## src/rtl/dram_multi_port_burst_ctrl.sv

```systemverilog
// ----------------------------------------------------------------------------
// dram_multi_port_burst_ctrl
//
// Purpose
//   Main-memory bus interface between the cache level and a single-word DRAM
//   port. NUM_CH block-transfer requesters are arbitrated round-robin. Each
//   granted request moves one aligned block of BLOCK_WORDS words, using one
//   DRAM handshake per word. There is exactly one idle (GAP) cycle between
//   words, so the DRAM sees a fresh enable edge for every word. If a word is
//   not acknowledged within TIMEOUT cycles, the transfer is aborted and
//   reported on ch_err.
//
// Ports
//   clk        : clock; all state changes on the rising edge
//   reset      : asynchronous, active-high reset
//   ch_req     : per-channel request; held by the requester until done/err
//   ch_we      : per-channel direction (1 = write block, 0 = read block)
//   ch_addr    : per-channel byte address (any byte within the block)
//   ch_wdata   : per-channel write block, word 0 at index 0
//   ch_done    : one-cycle one-hot pulse; granted transfer completed
//   ch_err     : one-cycle one-hot pulse; granted transfer timed out
//   rdata      : last read block; valid in the ch_done cycle of a read
//   busy       : high whenever the controller is not idle
//   mem_addr   : DRAM word byte address (0 when no word is in flight)
//   mem_wdata  : DRAM write word (0 when no word is in flight)
//   mem_re     : DRAM read enable (level, held until mem_ack)
//   mem_we     : DRAM write enable (level, held until mem_ack)
//   mem_rdata  : DRAM read word, valid together with mem_ack
//   mem_ack    : DRAM word handshake complete
// ----------------------------------------------------------------------------
module dram_multi_port_burst_ctrl #(
   parameter int NUM_CH      = 2,
   parameter int ADDR_W      = 32,
   parameter int WORD_W      = 32,
   parameter int BLOCK_WORDS = 4,
   parameter int TIMEOUT     = 64
) (
   input  logic                                       clk,
   input  logic                                       reset,
   input  logic [NUM_CH-1:0]                          ch_req,
   input  logic [NUM_CH-1:0]                          ch_we,
   input  logic [NUM_CH-1:0][ADDR_W-1:0]              ch_addr,
   input  logic [NUM_CH-1:0][BLOCK_WORDS-1:0][WORD_W-1:0] ch_wdata,
   output logic [NUM_CH-1:0]                          ch_done,
   output logic [NUM_CH-1:0]                          ch_err,
   output logic [BLOCK_WORDS-1:0][WORD_W-1:0]         rdata,
   output logic                                       busy,
   output logic [ADDR_W-1:0]                          mem_addr,
   output logic [WORD_W-1:0]                          mem_wdata,
   output logic                                       mem_re,
   output logic                                       mem_we,
   input  logic [WORD_W-1:0]                          mem_rdata,
   input  logic                                       mem_ack
);

   localparam int GW    = (NUM_CH > 1) ? $clog2(NUM_CH) : 1;
   localparam int IW    = (BLOCK_WORDS > 1) ? $clog2(BLOCK_WORDS) : 1;
   localparam int TW    = $clog2(TIMEOUT);
   localparam int BYTES = WORD_W / 8;
   localparam int OFF   = $clog2(BLOCK_WORDS * BYTES);
   // Clears the byte-within-block bits, so any address in a block maps to its base.
   localparam logic [ADDR_W-1:0] BLK_MASK = ~((ADDR_W'(1) << OFF) - ADDR_W'(1));

   typedef enum logic [2:0] {
      S_IDLE,
      S_XFER,
      S_GAP,
      S_DONE,
      S_ERR
   } state_t;

   state_t                              state_q,    state_d;
   logic [GW-1:0]                       grant_q,    grant_d;
   logic [GW-1:0]                       last_q,     last_d;
   logic                                we_q,       we_d;
   logic [ADDR_W-1:0]                   base_q,     base_d;
   logic [BLOCK_WORDS-1:0][WORD_W-1:0]  wdata_q,    wdata_d;
   logic [IW-1:0]                       word_idx_q, word_idx_d;
   logic [TW-1:0]                       timer_q,    timer_d;
   logic [BLOCK_WORDS-1:0][WORD_W-1:0]  rdata_q;

   logic          req_hit;
   logic [GW-1:0] pick;
   int            cand;
   logic          rd_wr_en;
   logic          in_xfer;

   // ------------------------------------------------------------------------
   // Round-robin pick. Offsets are scanned from the farthest to the nearest,
   // so the channel right after last_q wins. Offset NUM_CH is last_q itself,
   // which therefore has the lowest priority. A channel that re-requests in
   // its own done cycle therefore loses to any other pending channel.
   // ------------------------------------------------------------------------
   always_comb begin
      req_hit = 1'b0;
      pick    = last_q;
      cand    = 0;
      for (int off = NUM_CH; off >= 1; off--) begin
         cand = (int'(last_q) + off) % NUM_CH;
         if (ch_req[GW'(cand)]) begin
            req_hit = 1'b1;
            pick    = GW'(cand);
         end
      end
   end

   // ------------------------------------------------------------------------
   // FSM state register
   // ------------------------------------------------------------------------
   always_ff @(posedge clk or posedge reset) begin
      if (reset) begin
         state_q <= S_IDLE;
      end else begin
         state_q <= state_d;
      end
   end

   // ------------------------------------------------------------------------
   // Next-state and datapath-update logic
   // ------------------------------------------------------------------------
   always_comb begin
      state_d    = state_q;
      grant_d    = grant_q;
      last_d     = last_q;
      we_d       = we_q;
      base_d     = base_q;
      wdata_d    = wdata_q;
      word_idx_d = word_idx_q;
      timer_d    = timer_q;
      rd_wr_en   = 1'b0;

      case (state_q)
         S_IDLE: begin
            if (req_hit) begin
               // Latch the whole request so that later changes on the
               // channel inputs cannot disturb the transfer in flight.
               grant_d    = pick;
               base_d     = ch_addr[pick] & BLK_MASK;
               we_d       = ch_we[pick];
               wdata_d    = ch_wdata[pick];
               word_idx_d = '0;
               timer_d    = '0;
               state_d    = S_XFER;
            end
         end

         S_XFER: begin
            if (mem_ack) begin
               rd_wr_en = !we_q;
               if (word_idx_q == IW'(BLOCK_WORDS - 1)) begin
                  state_d = S_DONE;
               end else begin
                  word_idx_d = word_idx_q + IW'(1);
                  state_d    = S_GAP;
               end
            end else if (timer_q == TW'(TIMEOUT - 1)) begin
               // This was the TIMEOUT-th unacknowledged cycle for this word.
               state_d = S_ERR;
            end else begin
               timer_d = timer_q + TW'(1);
            end
         end

         S_GAP: begin
            timer_d = '0;
            state_d = S_XFER;
         end

         S_DONE, S_ERR: begin
            last_d  = grant_q;
            state_d = S_IDLE;
         end

         default: begin
            state_d = S_IDLE;
         end
      endcase
   end

   // ------------------------------------------------------------------------
   // Datapath registers
   // ------------------------------------------------------------------------
   always_ff @(posedge clk or posedge reset) begin
      if (reset) begin
         grant_q    <= '0;
         last_q     <= GW'(NUM_CH - 1);
         we_q       <= 1'b0;
         base_q     <= '0;
         wdata_q    <= '0;
         word_idx_q <= '0;
         timer_q    <= '0;
      end else begin
         grant_q    <= grant_d;
         last_q     <= last_d;
         we_q       <= we_d;
         base_q     <= base_d;
         wdata_q    <= wdata_d;
         word_idx_q <= word_idx_d;
         timer_q    <= timer_d;
      end
   end

   // Read block capture. Only the word currently being acknowledged is
   // written. Each word keeps its value until a later read overwrites it.
   generate
      for (genvar gi = 0; gi < BLOCK_WORDS; gi++) begin : g_rdata
         always_ff @(posedge clk or posedge reset) begin
            if (reset) begin
               rdata_q[gi] <= '0;
            end else if (rd_wr_en && (word_idx_q == IW'(gi))) begin
               rdata_q[gi] <= mem_rdata;
            end
         end
      end
   endgenerate

   // ------------------------------------------------------------------------
   // Outputs. These are decoded from state, so an asynchronous reset clears
   // them at once.
   // ------------------------------------------------------------------------
   assign in_xfer   = (state_q == S_XFER);
   assign busy      = (state_q != S_IDLE);
   assign mem_re    = in_xfer && !we_q;
   assign mem_we    = in_xfer && we_q;
   // The address add wraps modulo 2^ADDR_W.
   assign mem_addr  = in_xfer ? (base_q + (ADDR_W'(word_idx_q) * ADDR_W'(BYTES))) : '0;
   assign mem_wdata = in_xfer ? wdata_q[word_idx_q] : '0;
   assign rdata     = rdata_q;

   generate
      for (genvar gi = 0; gi < NUM_CH; gi++) begin : g_pulse
         assign ch_done[gi] = (state_q == S_DONE) && (grant_q == GW'(gi));
         assign ch_err[gi]  = (state_q == S_ERR)  && (grant_q == GW'(gi));
      end
   endgenerate

endmodule
```

## config.mk

```make
export PLATFORM = sky130hd
export DESIGN_NAME = dram_multi_port_burst_ctrl
export DESIGN_NICKNAME = d
export VERILOG_FILES = /design/src/rtl/dram_multi_port_burst_ctrl.sv
export SDC_FILE = /design/constraint.sdc
export NUM_CORES = 1
export LEC_CHECK = 0
export CAP_MARGIN = 20
export CELL_PAD_IN_SITES_DETAIL_PLACEMENT = 1
export CELL_PAD_IN_SITES_GLOBAL_PLACEMENT = 1
export CORE_AREA = 2 2 219 221
export DETAILED_ROUTE_END_ITERATION = 10
export DIE_AREA = 0 0 221 223
export PLACE_DENSITY = 0.75
export SLEW_MARGIN = 20
export SYNTH_ARGS = -nofsm -noshare
export SYNTH_HDL_FRONTEND = slang
export SYNTH_SLANG_ARGS = --single-unit
```

## constraint.sdc

```tcl
create_clock -name clk -period 12.1 [get_ports clk]
set_input_delay 1.815 -clock clk [delete_from_list [all_inputs] [get_ports clk]]
set_output_delay 1.815 -clock clk [all_outputs]
set_load 0.005 [all_outputs]
```

[Yosys cells after proc, flatten, opt, wreduce, memory -nomap -nowiden]
Index checks and enable logic that the tools add are counted.
Word-level totals
  output and inout port bits: 199
  bits of input ports: 359
  bits in registers: 298
  word-level logic and storage cells: 93
Operators by class
  $add $sub $neg: 5
  mux-type cells: 33
  reduce and logical (&&, ||, !) cells: 21
  magnitude comparators: 4
  equal/unequal tests: 14
  bitwise operators: 1
Operators by type and width (count)
  128-bit 2-to-1 mux: 2
  32-bit 2-to-1 mux: 5
  32-bit binary-select mux with 2-bit select: 1
  32-bit by 4-bit adder with 32-bit output: 1
  6-bit 2-to-1 mux: 3
  6-bit case mux with 3 select lines: 1
  1-bit 2-to-1 mux: 13
  1-bit logical AND: 10
  2-bit != test (second input constant): 5
  3-bit 2-to-1 mux: 3
  3-bit case mux with 3 select lines: 1
  4-bit AND reduction: 2
  6-bit by 1-bit adder with 6-bit output (second input constant): 1
  3-bit by 2-bit == test with 1-bit output (second input constant): 2
  6-bit == test (second input constant): 1
  1-bit by 3-bit < comparator with 1-bit output (second input constant): 2
  2-bit 2-to-1 mux: 3
  3-bit nonzero test: 2
  2-bit == test (second input constant): 2
  2-bit case mux with 2 select lines: 1
  2-bit AND reduction: 2
  3-bit by 1-bit == test with 1-bit output (second input constant): 1
  3-bit == test (second input constant): 1
  3-bit logical NOT: 1
  other kinds (11): 12

[Longest topological paths before layout]
Gate-level depths: netlist of the first run.
  depth in word-level cells: 8
  mapped depth: 7
  depth with buffers taken out: 4

[Worst setup path after synthesis of the first run]
No wires, ideal clock.
  path type: reg-to-output
  from: register word_idx_q[0]
  to: output port mem_wdata[0]
  arrival: 1.689 ns
  path buffers: 2
  setup slack: 8.596 ns
  stages on the path, launching flop included: 5
  data required time: 10.285 ns
  cell sequence: dfrtp_1 clkbuf_1 buf_2 mux4_2 and2_1
Between the ends
  longest elaborated chain between the ends: 3
RTL lines
  start, declared: RTL line 78  | logic [IW-1:0] word_idx_q, word_idx_d;
  start signal, assigned: RTL line 198  | word_idx_q <= word_idx_d;
  32-bit binary-select mux with 2-bit select: RTL line 227  | assign mem_wdata = in_xfer ? wdata_q[word_idx_q] : '0;
  32-bit 2-to-1 mux (implied by the code): RTL line 227
  32-bit 2-to-1 mux: RTL line 227
  end, declared: RTL line 49  | output logic [WORD_W-1:0] mem_wdata,
Every way passes these cells. The select of a mux whose other input is x is not followed.

[Worst setup path in the final report of the first run]
  from: register word_idx_q[0]
  to: output port mem_wdata[19]
The elaborated chain is that of the path after synthesis.

==> results.md, run 1 <==
* PwrDens at 233 mW/mm2
* Synth Register Bits at 298
* Post-route insts no fill at 2,304
* Worst setup EP type: output pin
* P_int at 3.28 mW
* DRT Pass-1 Iters at 4
* Slowest stage delay, CP at 0.59 ns
* Via count at 10,939
* RSZ-0062 raised after global routing: false
* Critical Path Fanout Max at 35
* Yosys top cell by area: dfrtp_1
* DR WL/cell at 20.7 um
* Async SR Flop Fraction at 100%
* Part of the power in registers at 36.3%
* Routed WL at 47,600 um
* Largest net degree at the start of global routing at 271
* Number of clock sinks at 298
* Ports at 558
* WHS at 0.473 ns
* Clock tree buffer depth at 3
* Post CTS Setup Buffer Count at 0
* Die Area at 0.0493 mm2
* Post-Route Utilization at 44.7%
* Final Slew Violations at 0
* Switching Power at 1.63 mW
* DP Cell Count at 2,243
* R2R setup slack at 8.42 ns
* CTS Hold Bufs at 0
* Critical path, cell by cell: buf_4, mux4_2, and2_1, clkdlybuf4s50_1
* Synth top area share at 52.9%
* WS Path Type: reg2out
* Worst Tran Pin Value at 1.02 ns
* Mean number of vias per cell at 4.75
* GRT overflow at 0
* Routability cong. at 0.811
* I/O Buffers at 546
* Synth top area cells: dfrtp_1 (53%), mux2i_1 (11%), mux2_1 (9.6%)
* Gate family responsible for the most delay along the worst path: buffers and inverters
* FF-to-FF Start: last_q$_DFFE_PP1P_
* Gate power share at 42.4%
* Dpl ws at 7.39 ns
* Root buf cell: clkbuf_16
* Core area at 0.0471 mm2
* Most frequent cells in the layout: clkdlybuf4s50_1 (546), dfrtp_1 (295), nand2_1 (161), o21ai_0 (160), mux2i_1 (158)
* Hold path depth at 2
* Finished layout cell area at 0.0211 mm2
* WP data arrival at 2.90 ns
* Fmax at 212 MHz
* First-pass GRT wire length at 72,500 um
* WP buf/inv at 2
* Initial antenna violation count at 4
* Width of the die at 221 um
* Clk pwr share at 21.2%
* Cell variety after synth at 46
* Effective utilization at floorplan at 29.8%
* Status: finished clean
* Hold Crit Class: reg2reg
* Peak supply drop at 0.000134 V
* Site Rows at 80
* Clock skew at 0.0207 ns
* CP max stage cell: buf_4
* Most used DFF post-synth: dfrtp_1
* Final setup violation count at 0
* Seq/Total Area, Yosys at 53.1%
* Area post-placement at 0.0199 mm2
* Tmin final at 4.71 ns
* Final routed DRC violation total at 0
* Final Cycle Share at 38.9%
* Critical Path RT at 10.28 ns
* Detail Placement HPWL at 35,600 um
* Hold path endpoint: wdata_q[63]$_DFFE_PP0P_
* Static leakage at 9.31 nW
* Share of layout cells above drive strength 1 at 6.81%
* Post-CTS sizing at 0
* Worst reg-to-reg path cell count at 4
* Fin nets at 2,029
* Initial DRC count at 479
* Post-Synthesis Cell Area at 0.0140 mm2
* Chip Height at 223 um
* Slew headroom at 31.8%
* Layout area overhead at 50.0%
* Setup WS post-layout at 7.39 ns
* Max-cap viol count at 0
* H-tree Lvls at 2
* RR Endpoint: wdata_q[125]$_DFFE_PP0P_
* Synthesized instance count at 1,160
* Crit path launch type: flip-flop
* Sw frac at 33.1%
* Antenna viol nets, final at 0
* Final setup TNS at 0 ns
* CTS tree: built
* Syn_area_per_cell at 12.1 um2
* Total Power at 4.91 mW
* Clock-pin slew on the worst setup and hold paths at 0.07 ns
* Min-Delay Startpoint: wdata_q[63]$_DFFE_PP0P_
* CTS Buf Count at 35
* EDFF count, synth at 0
* Commonest non-fill, non-tap cell in the layout: clkdlybuf4s50_1
* Vias in the first global route at 12,023
* GRT Overall Usage at 19.1%
* Ys Warns at 0
* Final hold viol count at 0
* Clk Latency, worst-skew pair at 0.53 ns
==> worst max-delay path by stage <==
| stage | depth (start not counted) | startpoint | slack [ns] | to |
|---|---|---|---|---|
| 4_1_cts | 4 | word_idx_q[0]$_DFFE_PP0P_ | 7.30 | mem_wdata[19] |
| 3_3_place_gp | 4 | reset | 7.45 | wdata_q[3]$_DFFE_PP0P_ |
| 5_1_grt | 4 | word_idx_q[0]$_DFFE_PP0P_ | 7.22 | mem_wdata[31] |
| 3_5_place_dp | 4 | reset | 7.39 | wdata_q[103]$_DFFE_PP0P_ |
| 2_1_floorplan | 1 | reset | 2.05 | base_q[10]$_DFFE_PP0P_ |
| 6_report | 4 | word_idx_q[0]$_DFFE_PP0P_ | 7.39 | mem_wdata[19] |
==> state kept, by name (all words and copies together), names as in the netlist <==
| name | flops |
|---|---|
| timer_q | 6 |
| word_idx_q | 2 |
| we_q | 1 |
| last_q | 1 |
| base_q | 28 |
| rdata | 128 |
| grant_q | 1 |
| wdata_q | 128 |
| state_q | 3 |
==> layer usage <==
metal  GRT usage, %  vias to the layer above  share of wire [%]
met3           5.12                       61                7.0
li1               -                     5092                  -
met4           6.00                        6                2.8
met5              0                        -              0.092
met1           22.7                     5363                 40
met2           33.7                      417                 50
==> Yosys cell counts (5+ instances only) <==
library cell	number
clkbuf_1	52
nand2_1	161
o21ai_0	160
dfrtp_1	297
buf_6	12
mux2_2	8
mux2i_1	158
inv_1	5
a211o_1	5
buf_2	21
ha_1	5
and2_1	63
mux4_2	32
mux2_1	120
==> cells by family after synthesis <==
kind of cell    synth area share [%]
mux                             26.7
fa+ha+maj                      0.446
other cells                   0.0267
simple gates                    9.25
compound gates                  7.09
buf+inv                         3.40
flops                           53.1
==> tightest hold or removal path, cell delays in order, from the launching register on <==
cell     delay (ns)
dfrtp_1        0.34
nand2_1        0.05
o21ai_0        0.06
==> power groups by stage <==
stage,clock network [mW],registers (mW),logic [mW]
floorplan,0,1.69,1.09
global placement,0,1.76,2.06
CTS,1.08,1.79,2.13
global route,1.12,1.85,2.27
detailed placement,0,1.80,2.12
finish,1.04,1.78,2.08
==> layout make-up <==
cell class	instances	area, um2
fillers	5105	26100
flip-flops and latches	298	7460
multi-input cells	769	6110
repair buffers	556	5550
clock buffers	53	1060
well taps	615	769
clock inverters	7	72.6
inverters	5	26.3
diodes	1	2.50
Note: power is estimated with default switching activity, not from simulation.
==> inputs of run 2 (changes only) <==
==> constraint.sdc (replaced) <==
create_clock -name clk -period 4.9 [get_ports clk]
set_input_delay 0.735 -clock clk [delete_from_list [all_inputs] [get_ports clk]]
set_output_delay 0.735 -clock clk [all_outputs]
set_load 0.005 [all_outputs]
==> results.md, run 2 (same netlist as run 1, synthesis figures left out) <==
* Critical path, cell by cell: buf_4, mux4_2, and2_1, clkdlybuf4s50_1
* H-tree Lvls at 2 (unchanged)
* Ports at 558 (unchanged)
* Width of the die at 221 um (unchanged)
* Final routed DRC violation total at 0 (unchanged)
* Hold Crit Class: reg2reg
* Final hold viol count at 0 (unchanged)
* Commonest non-fill, non-tap cell in the layout: clkdlybuf4s50_1
* CTS tree: built
* RSZ-0062 raised after global routing: false
* Largest net degree at the start of global routing at 154 (-43%)
* Routability cong. at 0.813 (+0.21%)
* R2R setup slack at 1.87 ns (-6.55 ns)
* Vias in the first global route at 12,311 (+2.4%)
* WS Path Type: reg2out
* Fmax at 265 MHz
* Routed WL at 48,400 um (+1.7%)
* Initial antenna violation count at 3 (-1)
* Most frequent cells in the layout: clkdlybuf4s50_1 (546), dfrtp_1 (295), nand2_1 (161), o21ai_0 (160), mux2i_1 (158)
* Worst reg-to-reg path cell count at 5 (+1)
* Mean number of vias per cell at 4.80 (+1.0%)
* Dpl ws at 1.57 ns (-5.83 ns)
* Post CTS Setup Buffer Count at 0 (unchanged)
* Share of layout cells above drive strength 1 at 7.52% (+0.70 points)
* GRT Overall Usage at 19.6% (+0.49 points)
* Number of clock sinks at 298 (unchanged)
* CTS Buf Count at 36 (+2.9%)
* Total Power at 12.3 mW (+150%)
* PwrDens at 578 mW/mm2 (+150%)
* Static leakage at 9.39 nW (+0.93%)
* CTS Hold Bufs at 0 (unchanged)
* Slew headroom at 35.8% (+4.1 points)
* Detail Placement HPWL at 36,500 um (+2.4%)
* GRT overflow at 0 (unchanged)
* WP buf/inv at 2 (unchanged)
* Layout area overhead at 51.3%
* Chip Height at 223 um (unchanged)
* Via count at 11,135 (+1.8%)
* Site Rows at 80 (unchanged)
* Effective utilization at floorplan at 29.8% (unchanged)
* Clk Latency, worst-skew pair at 0.53 ns (about the same)
* Setup WS post-layout at 1.13 ns (-6.25 ns)
* Hold path endpoint: base_q[13]$_DFFE_PP0P_
* Critical Path RT at 4.16 ns (-6.12 ns)
* Critical Path Fanout Max at 22 (-37%)
* Final Slew Violations at 0 (unchanged)
* Fin nets at 2,045 (+0.79%)
* Final Cycle Share at 76.9%
* Root buf cell: clkbuf_16
* Min-Delay Startpoint: base_q[13]$_DFFE_PP0P_
* Post-CTS sizing at 0 (unchanged)
* Final setup violation count at 0 (unchanged)
* Worst Tran Pin Value at 0.963 ns (-0.0608 ns)
* Post-route insts no fill at 2,321 (+0.74%)
* WP data arrival at 3.03 ns (+0.13 ns)
* DRT Pass-1 Iters at 4 (unchanged)
* Hold path depth at 2 (unchanged)
* Final setup TNS at 0 ns (unchanged)
* Slowest stage delay, CP at 0.90 ns (+0.31 ns)
* Peak supply drop at 0.000354 V (+160%)
* Clock-pin slew on the worst setup and hold paths at 0.06 ns (about the same)
* Core area at 0.0471 mm2 (unchanged)
* Gate family responsible for the most delay along the worst path: flip-flops
* First-pass GRT wire length at 74,800 um (+3.1%)
* Tmin final at 3.77 ns
* FF-to-FF Start: state_q[0]$_DFFE_PP0P_
* Clock skew at 0.0156 ns (-0.00511 ns)
* Die Area at 0.0493 mm2 (unchanged)
* Initial DRC count at 489 (+2.1%)
* DP Cell Count at 2,257 (+0.62%)
* Max-cap viol count at 0 (unchanged)
* Crit path launch type: flip-flop
* Clock tree buffer depth at 3 (unchanged)
* DR WL/cell at 20.9 um (+0.98%)
* Worst setup EP type: output pin
* Post-Route Utilization at 45.1% (+0.38 points)
* RR Endpoint: rdata[10]$_DFFE_PP0P_
* I/O Buffers at 546 (unchanged)
* CP max stage cell: dfrtp_2
* Status: finished clean
* Antenna viol nets, final at 0 (unchanged)
[run 2: cell types whose count changed in the layout (fill, tap and decap cells not counted), sizes merged]
cell,delta
buf,+15
bufinv,+2
clkbuf,-5
clkinv,+3
clkinvlp,+2
diode,+2
inv,-2
[run 2: where the power goes]
| part | internal (mW) | switching [mW] |
|---|---|---|
| registers | 3.63 | 0.856 |
| clock network | 1.58 | 1.05 |
| logic | 2.99 | 2.18 |
[run 2: layout make-up]
class                      count  area, um2
tap                          615        769
multi-input combinational    769       6110
clock buffer                  48        997
timing repair buffer         571       5730
fill                        5033      25900
antenna                        3       7.51
sequential                   298       7460
clock inverter                12        143
inverter                       5       22.5
[run 2: how the worst max path moves through the flow]
stage	from	endpoint	slack (ns)	depth (start not counted)
after floorplan	reset	base_q[10]$_DFFE_PP0P_	0.21	1
after global placement	word_idx_q[0]$_DFFE_PP0P_	mem_wdata[29]	1.58	4
after detailed placement	word_idx_q[0]$_DFFE_PP0P_	mem_wdata[29]	1.57	4
after CTS	word_idx_q[0]$_DFFE_PP0P_	mem_wdata[29]	0.98	4
after global routing	state_q[0]$_DFFE_PP0P_	mem_wdata[30]	0.95	4
final	word_idx_q[0]$_DFFE_PP0P_	mem_wdata[29]	1.13	4
[run 2: metal layers]
| layer | part of all wire [%] | GRT usage, % | up-vias |
|---|---|---|---|
| li1 | - | - | 5142 |
| met1 | 41 | 24.0 | 5516 |
| met2 | 50 | 34.8 | 426 |
| met3 | 6.9 | 4.82 | 49 |
| met4 | 1.9 | 4.57 | 2 |
| met5 | 0.021 | 0 | - |
[run 2: per-stage QoR]
stage	area, um2	hold slack [ns]
detailed placement	20100	0.467
global route	21200	0.497
CTS	21200	0.481
global placement	20100	0.455
floorplan	14000	0.442
finish	21200	0.474
[run 2: worst register-to-register path, stage by stage (launching register included)]
cell and delay (ns):
dfrtp_1 0.65, nor3b_4 0.62, buf_4 0.31, buf_4 0.26
nand3_4 0.49, mux2_1 0.57
==> inputs of run 3 (changes only) <==
--- a/config.mk
+++ b/config.mk
@@ -8,10 +8,10 @@
 export CAP_MARGIN = 20
 export CELL_PAD_IN_SITES_DETAIL_PLACEMENT = 1
 export CELL_PAD_IN_SITES_GLOBAL_PLACEMENT = 1
-export CORE_AREA = 2 2 219 221
+export CORE_MARGIN = 2
+export CORE_UTILIZATION = 30
 export DETAILED_ROUTE_END_ITERATION = 10
-export DIE_AREA = 0 0 221 223
-export PLACE_DENSITY = 0.75
+export PLACE_DENSITY = 0.78
 export SLEW_MARGIN = 20
 export SYNTH_ARGS = -nofsm -noshare
 export SYNTH_HDL_FRONTEND = slang
==> constraint.sdc (replaced) <==
create_clock -name clk -period 3.45 [get_ports clk]
set_input_delay 0.5175 -clock clk [delete_from_list [all_inputs] [get_ports clk]]
set_output_delay 0.5175 -clock clk [all_outputs]
set_load 0.005 [all_outputs]
==> results.md, run 3 (same netlist as run 1, synthesis figures left out) <==
* Clock tree buffer depth at 3 (unchanged)
* Mean number of vias per cell at 4.76 (-0.73%)
* Worst setup EP type: output pin
* PwrDens at 826 mW/mm2 (+43%)
* Peak supply drop at 0.000552 V (+56%)
* I/O Buffers at 546 (unchanged)
* WP data arrival at 2.73 ns (-0.30 ns)
* Core area at 0.0464 mm2 (-1.7%)
* GRT Overall Usage at 20.0% (+0.34 points)
* Width of the die at 220 um (-0.30%)
* Setup WS post-layout at 0.202 ns (-0.931 ns)
* Crit path launch type: flip-flop
* Slew headroom at 48.0% (+12 points)
* Routing usage on met3 at 5.61% (+0.79 points)
* Dpl ws at 0.662 ns (-0.905 ns)
* Initial DRC count at 406 (-17%)
* Final Cycle Share at 94.2%
* Antenna viol nets, final at 0 (unchanged)
* WP buf/inv at 2 (unchanged)
* CP Depth at 4 (unchanged)
* Final routed DRC violation total at 0 (unchanged)
* Routed WL at 49,300 um (+1.8%)
* Layout area overhead at 52.7%
* GRT overflow at 0 (unchanged)
* Hold Crit Class: reg2reg
* Ports at 558 (unchanged)
* Via count at 11,059 (-0.68%)
* CTS Buf Count at 35 (-2.8%)
* Hold path depth at 2 (unchanged)
* Worst reg-to-reg path cell count at 4 (-1)
* Post-Route Utilization at 46.2% (+1.2 points)
* Slowest stage delay, CP at 0.66 ns (-0.24 ns)
* Clk Latency, worst-skew pair at 0.53 ns (about the same)
* Met1 Use GR at 23.1% (-0.92 points)
* H-tree Lvls at 2 (unchanged)
* Share of layout cells above drive strength 1 at 8.29% (+0.78 points)
* Routability cong. at 0.783 (-3.6%)
* GRT busiest layer: met2
* Grt met2 use at 35.6% (+0.82 points)
* Gate family responsible for the most delay along the worst path: buffers and inverters
* Number of clock sinks at 298 (unchanged)
* Largest net degree at the start of global routing at 86 (-44%)
* DP Cell Count at 2,258 (+0.044%)
* Die Area at 0.0485 mm2 (-1.5%)
* WS Path Type: reg2out
* Clock skew at 0.0116 ns (-0.00396 ns)
* Critical Path Fanout Max at 28 (+27%)
* Max-cap viol count at 0 (unchanged)
* Fmax at 308 MHz
* Vias in the first global route at 12,196 (-0.93%)
* Final setup violation count at 0 (unchanged)
* Critical Path RT at 2.93 ns (-1.23 ns)
* CTS tree: built
* DRT Pass-1 Iters at 7 (+3)
* Detail Placement HPWL at 37,000 um (+1.5%)
* Tmin final at 3.25 ns
* Clock-pin slew on the worst setup and hold paths at 0.06 ns (about the same)
* Post-route insts no fill at 2,322 (+0.043%)
* Final Slew Violations at 0 (unchanged)
* CP max stage cell: dfrtp_1
* Final hold viol count at 0 (unchanged)
* Chip Height at 220 um (-1.2%)
* Fin nets at 2,052 (+0.34%)
* Critical path, cell by cell: nor3b_4, buf_4, and2_1, clkdlybuf4s50_1
* Static leakage at 9.50 nW (+1.2%)
* Status: finished clean
* Worst Tran Pin Value at 0.779 ns (-0.183 ns)
* Final setup TNS at 0 ns (unchanged)
* Site Rows at 79 (-1.3%)
* DR WL/cell at 21.2 um (+1.8%)
* Most frequent cells in the layout: clkdlybuf4s50_1 (546), dfrtp_1 (295), nand2_1 (161), o21ai_0 (160), mux2i_1 (158)
* RSZ-0062 raised after global routing: false
* Total Power at 17.7 mW (+44%)
* Initial antenna violation count at 5 (+2)
* First-pass GRT wire length at 73,200 um (-2.1%)
* Root buf cell: clkbuf_16
* Commonest non-fill, non-tap cell in the layout: clkdlybuf4s50_1
* Effective utilization at floorplan at 30.3% (+0.51 points)
## run 3: through the flow
stage,area (um2),hold WS [ns]
6_report,21400,0.473
5_1_grt,21400,0.495
4_1_cts,21400,0.478
3_5_place_dp,20200,0.462
3_3_place_gp,20200,0.456
2_1_floorplan,14000,0.442
## run 3: timing repair
action / in CTS / in global routing
buffers inserted: 0 / 0
hold buffers: 0 / 0
setup endpoints to repair: 0 / 1
gates resized for setup: 0 / 1
## run 3: worst register-to-register path: cells and delay by family (launching register included)
| kind | cells | cell delay, ns |
|---|---|---|
| and+or+nand+nor | 2 | 0.85 |
| DFF | 1 | 0.66 |
| buffers and inverters | 1 | 0.41 |
| muxes | 1 | 0.59 |
## run 3: final cells by class
cell class / count / area [um2]
flip-flops and latches: 298 / 7470
inverters: 5 / 22.5
multi-input cells: 769 / 6110
clock buffers: 48 / 1050
diodes: 3 / 7.51
repair buffers: 579 / 5850
clock inverters: 13 / 174
fillers: 4948 / 24900
well taps: 607 / 759
## run 3: worst paths after layout
path | startpoint | endpoint | slack, ns
max reg2reg | state_q[0]$_DFFE_PP0P_ | rdata[63]$_DFFE_PP0P_ | 0.81
max | state_q[0]$_DFFE_PP0P_ | mem_addr[17] | 0.20
min in group asynchronous | reset | rdata[87]$_DFFE_PP0P_ | 0.50
min | base_q[15]$_DFFE_PP0P_ | base_q[15]$_DFFE_PP0P_ | 0.47
min reg2reg | base_q[15]$_DFFE_PP0P_ | base_q[15]$_DFFE_PP0P_ | 0.47
max in group asynchronous | reset | word_idx_q[0]$_DFFE_PP0P_ | 2.10
## run 3: layer usage
layer / part of all wire [%] / up-vias
li1: - / 5159
met1: 39 / 5389
met2: 50 / 432
met3: 7.9 / 75
met4: 2.7 / 4
met5: 0.053 / -
## run 3: power by group
group	internal, mW	switching (mW)	total [mW]
clock	2.42	1.48	3.90
combinational	4.31	3.22	7.53
sequential	5.15	1.13	6.28
